### src/rtl/round_scheduler.sv
// Reaction-game round sequencer: picks a target button, waits for release, scores the
// response within a window, pauses, and repeats until the game timer expires.
module round_scheduler #(
  parameter int unsigned GAP_CYCLES    = 5000000,
  parameter int unsigned WINDOW_CYCLES = 50000000
) (
  input  logic       clk,
  input  logic       rst,
  input  logic       start,
  input  logic [7:0] buttons,
  input  logic [2:0] rand_idx,
  input  logic       time_up,
  output logic       prng_en,
  output logic       timer_start,
  output logic [2:0] prompt,
  output logic       prompt_valid,
  output logic       hit,
  output logic       miss,
  output logic [7:0] score,
  output logic [7:0] misses,
  output logic       game_over
);

  typedef enum logic [2:0] {
    StIdle,
    StArm,
    StPick,
    StRelease,
    StPrompt,
    StGap,
    StDone
  } state_t;

  localparam logic [31:0] WinLast = 32'(WINDOW_CYCLES - 1);
  localparam logic [31:0] GapLast = 32'(GAP_CYCLES - 1);
  localparam logic [7:0]  MaxCnt  = 8'd99;

  state_t      state;
  logic [31:0] cnt;
  logic [7:0]  target;
  logic        running;

  assign target  = 8'd1 << prompt;
  assign running = (state == StArm) || (state == StPick) || (state == StRelease) ||
                   (state == StPrompt) || (state == StGap);

  always_ff @(posedge clk or negedge rst) begin
    if (!rst) begin
      state        <= StIdle;
      cnt          <= '0;
      prng_en      <= 1'b0;
      timer_start  <= 1'b0;
      prompt       <= '0;
      prompt_valid <= 1'b0;
      hit          <= 1'b0;
      miss         <= 1'b0;
      score        <= '0;
      misses       <= '0;
      game_over    <= 1'b0;
    end else begin
      hit  <= 1'b0;
      miss <= 1'b0;
      // Timer expiry pre-empts any scoring event in the same cycle.
      if (time_up && running) begin
        state        <= StDone;
        prng_en      <= 1'b0;
        timer_start  <= 1'b0;
        prompt_valid <= 1'b0;
        game_over    <= 1'b1;
      end else begin
        case (state)
          StIdle: begin
            if (start) begin
              state       <= StArm;
              score       <= '0;
              misses      <= '0;
              prng_en     <= 1'b1;
              timer_start <= 1'b1;
            end
          end
          StArm: state <= StPick;
          StPick: begin
            prompt <= rand_idx;
            state  <= StRelease;
          end
          StRelease: begin
            if (buttons == 8'h00) begin
              state        <= StPrompt;
              prompt_valid <= 1'b1;
              cnt          <= '0;
            end
          end
          StPrompt: begin
            if (buttons == target) begin
              hit          <= 1'b1;
              score        <= (score == MaxCnt) ? MaxCnt : score + 8'd1;
              prompt_valid <= 1'b0;
              cnt          <= '0;
              state        <= StGap;
            end else if (buttons != 8'h00 || cnt == WinLast) begin
              miss         <= 1'b1;
              misses       <= (misses == MaxCnt) ? MaxCnt : misses + 8'd1;
              prompt_valid <= 1'b0;
              cnt          <= '0;
              state        <= StGap;
            end else begin
              cnt <= cnt + 32'd1;
            end
          end
          StGap: begin
            if (cnt == GapLast) begin
              state <= StPick;
            end else begin
              cnt <= cnt + 32'd1;
            end
          end
          StDone:  state <= StDone;
          default: state <= StIdle;
        endcase
      end
    end
  end

endmodule
### config.mk
export PLATFORM = sky130hd
export DESIGN_NAME = round_scheduler
export DESIGN_NICKNAME = d
export VERILOG_FILES = /design/src/rtl/round_scheduler.sv
export SDC_FILE = /design/constraint.sdc
export NUM_CORES = 1
export LEC_CHECK = 0
export BUFFER_PORTS_ARGS = -buffer_cell sky130_fd_sc_hd__buf_4
export CAP_MARGIN = 25
export CORE_MARGIN = 2
export CORE_UTILIZATION = 35
export CTS_CLUSTER_DIAMETER = 50
export DETAILED_ROUTE_END_ITERATION = 10
export GPL_ROUTABILITY_DRIVEN = 0
export PLACE_DENSITY = 0.54
export SLEW_MARGIN = 10
export SYNTH_ARGS = -nofsm -noshare
export SYNTH_HDL_FRONTEND = slang
export SYNTH_SLANG_ARGS = --single-unit
### constraint.sdc
create_clock -name clk -period 3.37 [get_ports clk]
set_input_delay 0.1685 -clock clk [delete_from_list [all_inputs] [get_ports clk]]
set_output_delay 0.1685 -clock clk [all_outputs]
set_load 0.005 [all_outputs]
Word level (Yosys, flattened, before mapping) --
Cells that the tools add are included.
Storage, ports and cells: register bits after elaboration 59, logic and storage cells 92, output and inout bits 25, input port bits 15
Cells by class: reductions and logical operators 21, muxes and demuxes 35, equal/unequal tests 21, shifts and indexed selects 1, add/subtract/negate cells 3, bitwise operators 1
Operators by type and width (count):
- $mux W32 | 4
- $pmux W32 S3 | 1
- $mux W8 | 6
- $add A32 B1 Y32 const B | 1
- $eq A32 B23 Y1 const B | 1
- $eq A32 B26 Y1 const B | 1
- $pmux W8 S2 | 2
- $pmux W3 S7 | 1
- $mux W3 | 6
- $add A8 B1 Y8 const B | 2
- $eq A8 B7 Y1 const B | 2
- $mux W1 | 14
- $reduce_and A4 Y1 | 3
- $eq A3 B3 Y1 const B | 3
- $eq A8 B8 Y1 | 1
- $logic_not A8 Y1 | 1
- $reduce_bool A8 Y1 | 1
- $shl A1 B3 Y8 const A | 1
- $eq A3 B2 Y1 const B | 2
- $ne A2 B1 Y1 const B | 3
- $ne A2 B2 Y1 const B | 3
- $ne A3 B1 Y1 const B | 2
- $reduce_bool A2 Y1 | 3
- $reduce_bool A3 Y1 | 2
- other kinds (11) | 16

Logic depth before layout (Yosys ltp) --
Gate-level depths: netlist of run 1.
depth in word-level cells 8, mapped depth 9, depth with buffers taken out 7

Least setup slack after synthesis of run 1 --
OpenSTA, ideal clock, no wires.
path type flip-flop to flip-flop, start register prompt[1], end register score[0], period minus slack after synthesis 2.572 ns, slack 0.798 ns, required time 3.245 ns, path buffers 3, library setup time 0.125 ns, arrival 2.447 ns, cell stages (with the launch flop) 10, cells stage by stage dfrtp_1 buf_6 or4b_4 a21oi_2 a2bb2oi_1 or4b_1 buf_6 and2_4 buf_6 mux2_4
Between the ends: longest elaborated chain between the ends 4
RTL lines:
- from (decl) | RTL line 15 | output logic [2:0] prompt,
- from (signal assigned) | RTL line 83 | prompt <= rand_idx;
- $shl A1 B3 Y8 | RTL line 43 | assign target = 8'd1 << prompt;
- $eq A8 B8 Y1 | RTL line 94 | if (buttons == target) begin
- $ne A2 B1 Y1 (no line)
- $reduce_and A4 Y1 (no line)
- to (signal assigned) | RTL line 96 | score <= (score == MaxCnt) ? MaxCnt : score + 8'd1;
- to (decl) | RTL line 19 | output logic [7:0] score,
Every way passes these cells. A chain may end at the register's enable or synchronous reset.

Worst setup path after layout of run 1 --
start register prompt[1], end register score[3]
Same word-level chain as after synthesis.

==> flow_summary.json, run 1 <==
{
  "r2r_setup_slack_ns": 0.75,
  "hpwl_um": 6175,
  "pwr-share-seq": 0.388,
  "arrival_ns": 2.84,
  "post-route-util": 0.4315,
  "drtAntennaViolNets": 0,
  "yosys_warnings": 0,
  "cp_slowest_cell": "or4b_1",
  "clk_latency_ns": 0.34,
  "dr.pass1.iters": 4,
  "vdd_drop_max_mv": 0.2768,
  "p_comb_frac": 0.303,
  "antenna_found_initial": 0,
  "cts_made_buffers": 9,
  "fp.dieArea_um2": 11090,
  "maxCapViolCount": 0,
  "slowest_delay_ns": 0.61,
  "portBuffers": 39,
  "cp_cell_sequence": "or4b_4 > a21oi_2 > a2bb2oi_1 > or4b_1 > and2_4 > a211o_1",
  "hold_path.class": "in2reg",
  "ys_seq_area_frac": 0.4111,
  "crit_type": "reg2reg",
  "hold_violations": 0,
  "yosysMostFrequentCell": "dfrtp_1",
  "final_cells": 589,
  "syn_area_per_cell_um2": 8.716,
  "cts_max_level": 3,
  "syn_inst": 412,
  "core_um2": 9864,
  "drive_gt1_frac": 0.1623,
  "power_w": 0.002567,
  "async_flop_share": 1.000,
  "cp_max_fo": 11,
  "place_inst": 572,
  "num_rows": 36,
  "post-route-min-period_ns": 2.619,
  "synthFlopType": "dfrtp_1",
  "maxSlewViolCount": 0,
  "grt_pass1_vias": 3016,
  "synth_nets": 430,
  "clock.fmax_ghz": 0.3818,
  "endpoint_kind": "flip-flop",
  "finalCritPeriodShare": 0.7772,
  "drc": 0,
  "p_int_w": 0.001677,
  "diodes": 0,
  "setup_viol": 0,
  "worst_slew_pin_slew_ns": 0.7748,
  "dieHeight_um": 105.3,
  "wire_per_inst_um": 14.84,
  "fin_tns_setup_ns": 0,
  "slew_headroom": 0.4762,
  "outcome": "finished, final reports clean",
  "grt_first_pass_wirelength_um": 15010,
  "synth-edff-count": 0,
  "critPathRequiredTime_ns": 3.59,
  "drtIter0Drc": 172,
  "ys_seq_elements": 59,
  "netlist_area_um2": 3591,
  "cts.sinks": 59,
  "grt_usage": 0.1662,
  "io_pins": 40,
  "yosysUniqueCellTypes": 59,
  "power_per_cell_area_nw_per_um2": 603.2,
  "start_util": 0.3640,
  "synthTopCellsByCount": "dfrtp_1, nand2_1, nand3_1, nor2_1, inv_1",
  "vias_per_cell": 5.316,
  "yosysTopAreaCell": "dfrtp_1",
  "leakagePower_nw": 1.901,
  "clockRootBuffer": "clkbuf_8",
  "critPathLaunchType": "flip-flop",
  "synth_top_cell_area_share": 0.4111,
  "p_clk_frac": 0.309,
  "cts_tree": "built",
  "dieWidth_um": 105.3,
  "rsz0062_at_grt": "false",
  "clk_path_buf_depth": 2,
  "grt_max_degree": 60,
  "p_sw_w": 0.0008907,
  "netlist_top_cells_area": "dfrtp_1, nand2_1, nand3_1",
  "clkSlewWorstSetupHoldPaths_ns": 0.07,
  "wl_um": 8738,
  "clock_skew_ns": 0.007395,
  "vias": 3131,
  "nets": 469,
  "switching_share": 0.3469,
  "gr-total-overflow": 0,
  "syn_to_final_growth_pct": 18.54
}
-- path summary, 6_finish.rpt --
kind                       cells past startpoint                  start                     to
max                                            6  prompt[1]$_DFFE_PN0P_   score[3]$_DFFE_PN0P_
min                                            3            rand_idx[0]  prompt[0]$_DFFE_PN0P_
max reg2reg                                    6  prompt[1]$_DFFE_PN0P_   score[3]$_DFFE_PN0P_
min reg2reg                                    1  game_over$_DFFE_PN0P_  game_over$_DFFE_PN0P_
max in group asynchronous                      2                    rst    cnt[31]$_DFFE_PN0P_
min in group asynchronous                      2                    rst   score[2]$_DFFE_PN0P_
-- metal layers --
layer	vias up	routed length, um	GRT usage
li1	1582	-	-
met1	1488	4289	0.2291
met2	53	4029	0.2641
met3	8	318	0.03340
met4	0	101	0.04762
met5	-	0	0
-- cells in the final DEF (no fill, tap or decap), drive strengths merged, types with 4 or more instances in the layout --
| master | count |
|---|---|
| dfrtp | 59 |
| nand2 | 49 |
| o211ai | 7 |
| a211oi | 4 |
| inv | 19 |
| and4 | 4 |
| nor4b | 5 |
| nor2 | 36 |
| and2 | 9 |
| or3 | 6 |
| clkbuf | 11 |
| mux2 | 4 |
| a21oi | 11 |
| a31oi | 6 |
| xor2 | 17 |
| nand3 | 36 |
| nor3 | 9 |
| o31ai | 7 |
| nand4 | 10 |
| o21ai | 15 |
| mux2i | 6 |
| or4 | 4 |
| nor4bb | 4 |
| and3 | 9 |
| buf | 46 |
| nor4 | 9 |
-- metrics by stage --
step	worst slack (ns)	cell area (um2)	hold WS (ns)
global placement	0.7915	4005	0.3025
floorplan	0.7982	3591	-0.1271
CTS	0.7489	4257	0.03267
global route	0.6133	4257	0.04450
detailed placement	0.7587	4005	0.3073
finish	0.7508	4257	0.04184
-- cell type report --
cell class / instances / area (um2)
clock buffer: 11 / 141.4
clock inverter: 5 / 100.1
fill: 966 / 5608
inverter: 20 / 75.07
multi-input combinational: 314 / 1942
sequential: 59 / 1476
tap: 133 / 166.4
timing repair buffer: 47 / 355.3
-- state kept, by name, indices dropped and copies added, names as in the netlist --
name          flops
cnt              32
game_over         1
hit               1
miss              1
misses            8
prompt            3
prompt_valid      1
score             8
state             3
timer_start       1
-- what timing repair did --
action                                 CTS  global route
resized for setup                        0             0
endpoints found under the hold margin   59             0
hold buffers                             1             0
buffers inserted                         0             0
-- cells by family after synthesis --
| group | Yosys count | share of synthesized area |
|---|---|---|
| AO/OA/AOI/OAI | 72 | 0.1380 |
| XOR/XNOR | 20 | 0.04878 |
| adder cells (fa/ha/maj) | 4 | 0.01324 |
| buffers and inverters | 39 | 0.04948 |
| flip-flops | 59 | 0.4112 |
| multiplexers | 10 | 0.03136 |
| AND/OR/NAND/NOR | 208 | 0.3080 |
-- power groups by stage --
stage          clock [W]  combinational, W  sequential [W]
2_1_floorplan          0          0.000562        0.000925
3_3_place_gp           0          0.000775        0.000998
3_5_place_dp           0          0.000788         0.00101
4_1_cts         0.000825          0.000790        0.000992
5_1_grt         0.000857          0.000876         0.00101
6_report        0.000793          0.000779        0.000995
-- worst max-delay path, delay by kind of cell, from the launching register on --
family             cells  cell delay, ns
AOI/OAI and AO/OA      3            0.61
and+or+nand+nor        3            1.41
DFF                    1            0.49
No activity file was read; power rests on OpenSTA's default activity.
==> run 2: changes to the inputs <==
--- a/config.mk
+++ b/config.mk
@@ -5,6 +5,7 @@
 export SDC_FILE = /design/constraint.sdc
 export NUM_CORES = 1
 export LEC_CHECK = 0
+export ABC_AREA = 1
 export BUFFER_PORTS_ARGS = -buffer_cell sky130_fd_sc_hd__buf_4
 export CAP_MARGIN = 25
 export CORE_MARGIN = 2
@@ -12,7 +13,7 @@
 export CTS_CLUSTER_DIAMETER = 50
 export DETAILED_ROUTE_END_ITERATION = 10
 export GPL_ROUTABILITY_DRIVEN = 0
-export PLACE_DENSITY = 0.54
+export PLACE_DENSITY = 0.53
 export SLEW_MARGIN = 10
 export SYNTH_ARGS = -nofsm -noshare
 export SYNTH_HDL_FRONTEND = slang
==> constraint.sdc (replaced) <==
create_clock -name clk -period 2.67 [get_ports clk]
set_input_delay 0.1335 -clock clk [delete_from_list [all_inputs] [get_ports clk]]
set_output_delay 0.1335 -clock clk [all_outputs]
set_load 0.005 [all_outputs]
==> flow_summary.json, run 2 <==
{
  "outcome": "finished, final reports clean",
  "final_cell_mix": "nand2_1, nor2_1, nand3_1",
  "cpLargestDelayFamily": "simple AND/OR/NAND/NOR gates",
  "dr.pass1.iters": 5,
  "hold_violations": 0,
  "diodes": 0,
  "cp_max_fo": 32,
  "yosysTopAreaCell": "dfrtp_1",
  "maxCapViolCount": 0,
  "async_flop_share": 1.000,
  "r2r-end": "cnt[19]$_DFFE_PN0P_",
  "clkSlewWorstSetupHoldPaths_ns": 0.06,
  "netlist_top_cells_area": "dfrtp_1, nand2_1, nand3_1",
  "synth-edff-count": 0,
  "largest_register": "cnt",
  "grt_first_pass_wirelength_um": 22630,
  "reg.largest.list": "cnt x32, misses x8, score x8",
  "yosysMostFrequentCell": "nand2_1",
  "worst_slack_ns": 0.4135,
  "io_pins": 40,
  "regArea_um2": 1476,
  "syn_inst": 760,
  "wire_per_inst_um": 13.17,
  "met3_usage": 0.04658,
  "cp_num_buf_inv": 2,
  "clk_latency_ns": 0.34,
  "maxSlewViolCount": 0,
  "drtAntennaViolNets": 0,
  "critPathRequiredTime_ns": 2.94,
  "clk_path_buf_depth": 2,
  "fin_tns_setup_ns": 0,
  "use_met1": 0.2789,
  "portBuffers": 39,
  "crit_top_cell": "nand2_1",
  "hpwl_um": 9144,
  "rsz0062_at_grt": "false",
  "holdPathStages": 3,
  "core_um2": 13190,
  "hold_end": "prompt[2]$_DFFE_PN0P_",
  "hold_path.class": "in2reg",
  "post-route-min-period_ns": 2.256,
  "critPathLaunchType": "flip-flop",
  "clockRootBuffer": "clkbuf_16",
  "fp.dieArea_um2": 14380,
  "yosys_warnings": 0,
  "synthTopCellsByCount": "nand2_1, nor2_1, nand3_1",
  "nets": 809,
  "ys_seq_elements": 59,
  "cts.sinks": 59,
  "grt_pass1_vias": 4539,
  "syn_to_final_growth_pct": 15.09,
  "drc": 0,
  "cp_cell_sequence": "nor2_2 > nand2_1 > nand2_2 > inv_2 > nor2_1 > nand2_2 > inv_2 > nand2_1 > nand2_1",
  "power_per_cell_area_nw_per_um2": 708.9,
  "arrival_ns": 2.53,
  "worstHoldStart": "rand_idx[2]",
  "ys_seq_area_frac": 0.3140,
  "place_inst": 955,
  "final_cells": 971,
  "worst_slew_pin_slew_ns": 0.7830,
  "dieWidth_um": 119.9,
  "setup_viol": 0,
  "grt_max_degree": 60,
  "clock.fmax_ghz": 0.4432,
  "slew_headroom": 0.4780,
  "place_ws_ns": 0.3987,
  "synth_nets": 778,
  "endpoint_kind": "flip-flop",
  "synthFlopType": "dfrtp_1",
  "timing.hold.ws_ns": 0.04412,
  "start_util": 0.3565,
  "yosysUniqueCellTypes": 33,
  "drtIter0Drc": 402,
  "grt_usage": 0.1957,
  "cp_slowest_cell": "inv_2",
  "drive_gt1_frac": 0.1170,
  "num_rows": 42,
  "busiest_layer": "met2",
  "vias": 4779,
  "crit_type": "reg2reg",
  "cts_max_level": 3,
  "finalCritPeriodShare": 0.8451,
  "met2_usage": 0.2919,
  "post_cts_buffers": 0,
  "slowest_delay_ns": 0.53,
  "cts_resized": 0,
  "cts_tree": "built",
  "r2r_setup_slack_ns": 0.41,
  "multi_input_area_um2": 2761,
  "layout_commonest_cell": "nand2_1",
  "cts_made_buffers": 9,
  "power_w": 0.003836,
  "syn_area_per_cell_um2": 6.187,
  "antenna_found_initial": 0,
  "gr-total-overflow": 0,
  "wl_um": 12780,
  "fillers": 1415,
  "synth_top_cell_area_share": 0.3140,
  "netlist_area_um2": 4702,
  "leakagePower_nw": 2.702,
  "ff2ff_path_depth": 9,
  "dieHeight_um": 119.9,
  "vias_per_cell": 4.922,
  "reg2reg_from": "state[1]$_DFFE_PN0P_",
  "largest_reg_flops": 32,
  "clock_skew_ns": 0.009066,
  "vdd_drop_max_mv": 0.4718
}
run 2: cell count changes after synthesis, sizes merged, moves of 9 or more:
| cell | before | now |
|---|---|---|
| nand3 | 36 | 84 |
| and2 | 9 | 0 |
| buf | 8 | 23 |
| and3 | 9 | 0 |
| nand4 | 10 | 30 |
| inv | 19 | 73 |
| nand2 | 49 | 313 |
| nor2 | 36 | 104 |
run 2: cell families (layout without fill, tap and decap cells):
family	count (synthesis)	after routing	synth area share
AOI/OAI and AO/OA	34	34	0.04231
DFF	59	59	0.3140
xor gates and xnor gates	16	16	0.02980
buffers and inverters	99	134	0.09926
adders and majority gates	3	3	0.007984
and+or+nand+nor	549	549	0.5067
run 2: what timing repair did:
action                                  CTS  global route
endpoints found under the setup margin    0             0
hold buffers                              1             0
endpoints found under the hold margin    59             0
run 2: metal layers:
metal / part of all wire / up-vias / wire [um]
li1: - / 2468 / -
met1: 0.49 / 2199 / 6279
met2: 0.44 / 90 / 5679
met3: 0.046 / 22 / 583
met4: 0.019 / 0 / 242
met5: 0 / - / 0
run 2: per-stage QoR:
stage / util / area, um2
final: 0.4103 / 5411
after global routing: 0.4103 / 5411
after CTS: 0.4103 / 5411
after detailed placement: 0.3844 / 5070
after global placement: 0.3844 / 5070
after floorplan: - / 4702
run 2: report_power, final:
| group | internal, W | switching (W) |
|---|---|---|
| clock network | 0.000904 | 0.000427 |
| registers | 0.00101 | 0.000198 |
| logic | 0.000420 | 0.000876 |
| total | 0.00234 | 0.00150 |
run 2: worst max-delay path by stage:
stage / start / endpoint / slack (ns) / cells after the start
CTS: state[1]$_DFFE_PN0P_ / cnt[19]$_DFFE_PN0P_ / 0.38 / 9
finish: state[1]$_DFFE_PN0P_ / cnt[19]$_DFFE_PN0P_ / 0.41 / 9
detailed placement: state[1]$_DFFE_PN0P_ / cnt[19]$_DFFE_PN0P_ / 0.40 / 9
global route: state[1]$_DFFE_PN0P_ / cnt[9]$_DFFE_PN0P_ / 0.12 / 9
global placement: state[1]$_DFFE_PN0P_ / cnt[19]$_DFFE_PN0P_ / 0.42 / 9
floorplan: cnt[0]$_DFFE_PN0P_ / state[0]$_DFFE_PN0P_ / 1.01 / 11
run 2: area by class of cell:
type / count / area share
inverter: 73 / 0.05064
tap: 176 / 0.04069
clock buffer: 10 / 0.04231
sequential: 59 / 0.2728
multi-input combinational: 602 / 0.5103
clock inverter: 5 / 0.01896
timing repair buffer: 46 / 0.06428
run 2: worst reg2reg max path, cell delays in order, from the launching register on:
cell and delay, ns:
dfrtp_1 0.46, nor2_2 0.18, nand2_1 0.10, nand2_2 0.17
inv_2 0.08, nor2_1 0.20, nand2_2 0.28, inv_2 0.54
nand2_1 0.12, nand2_1 0.08
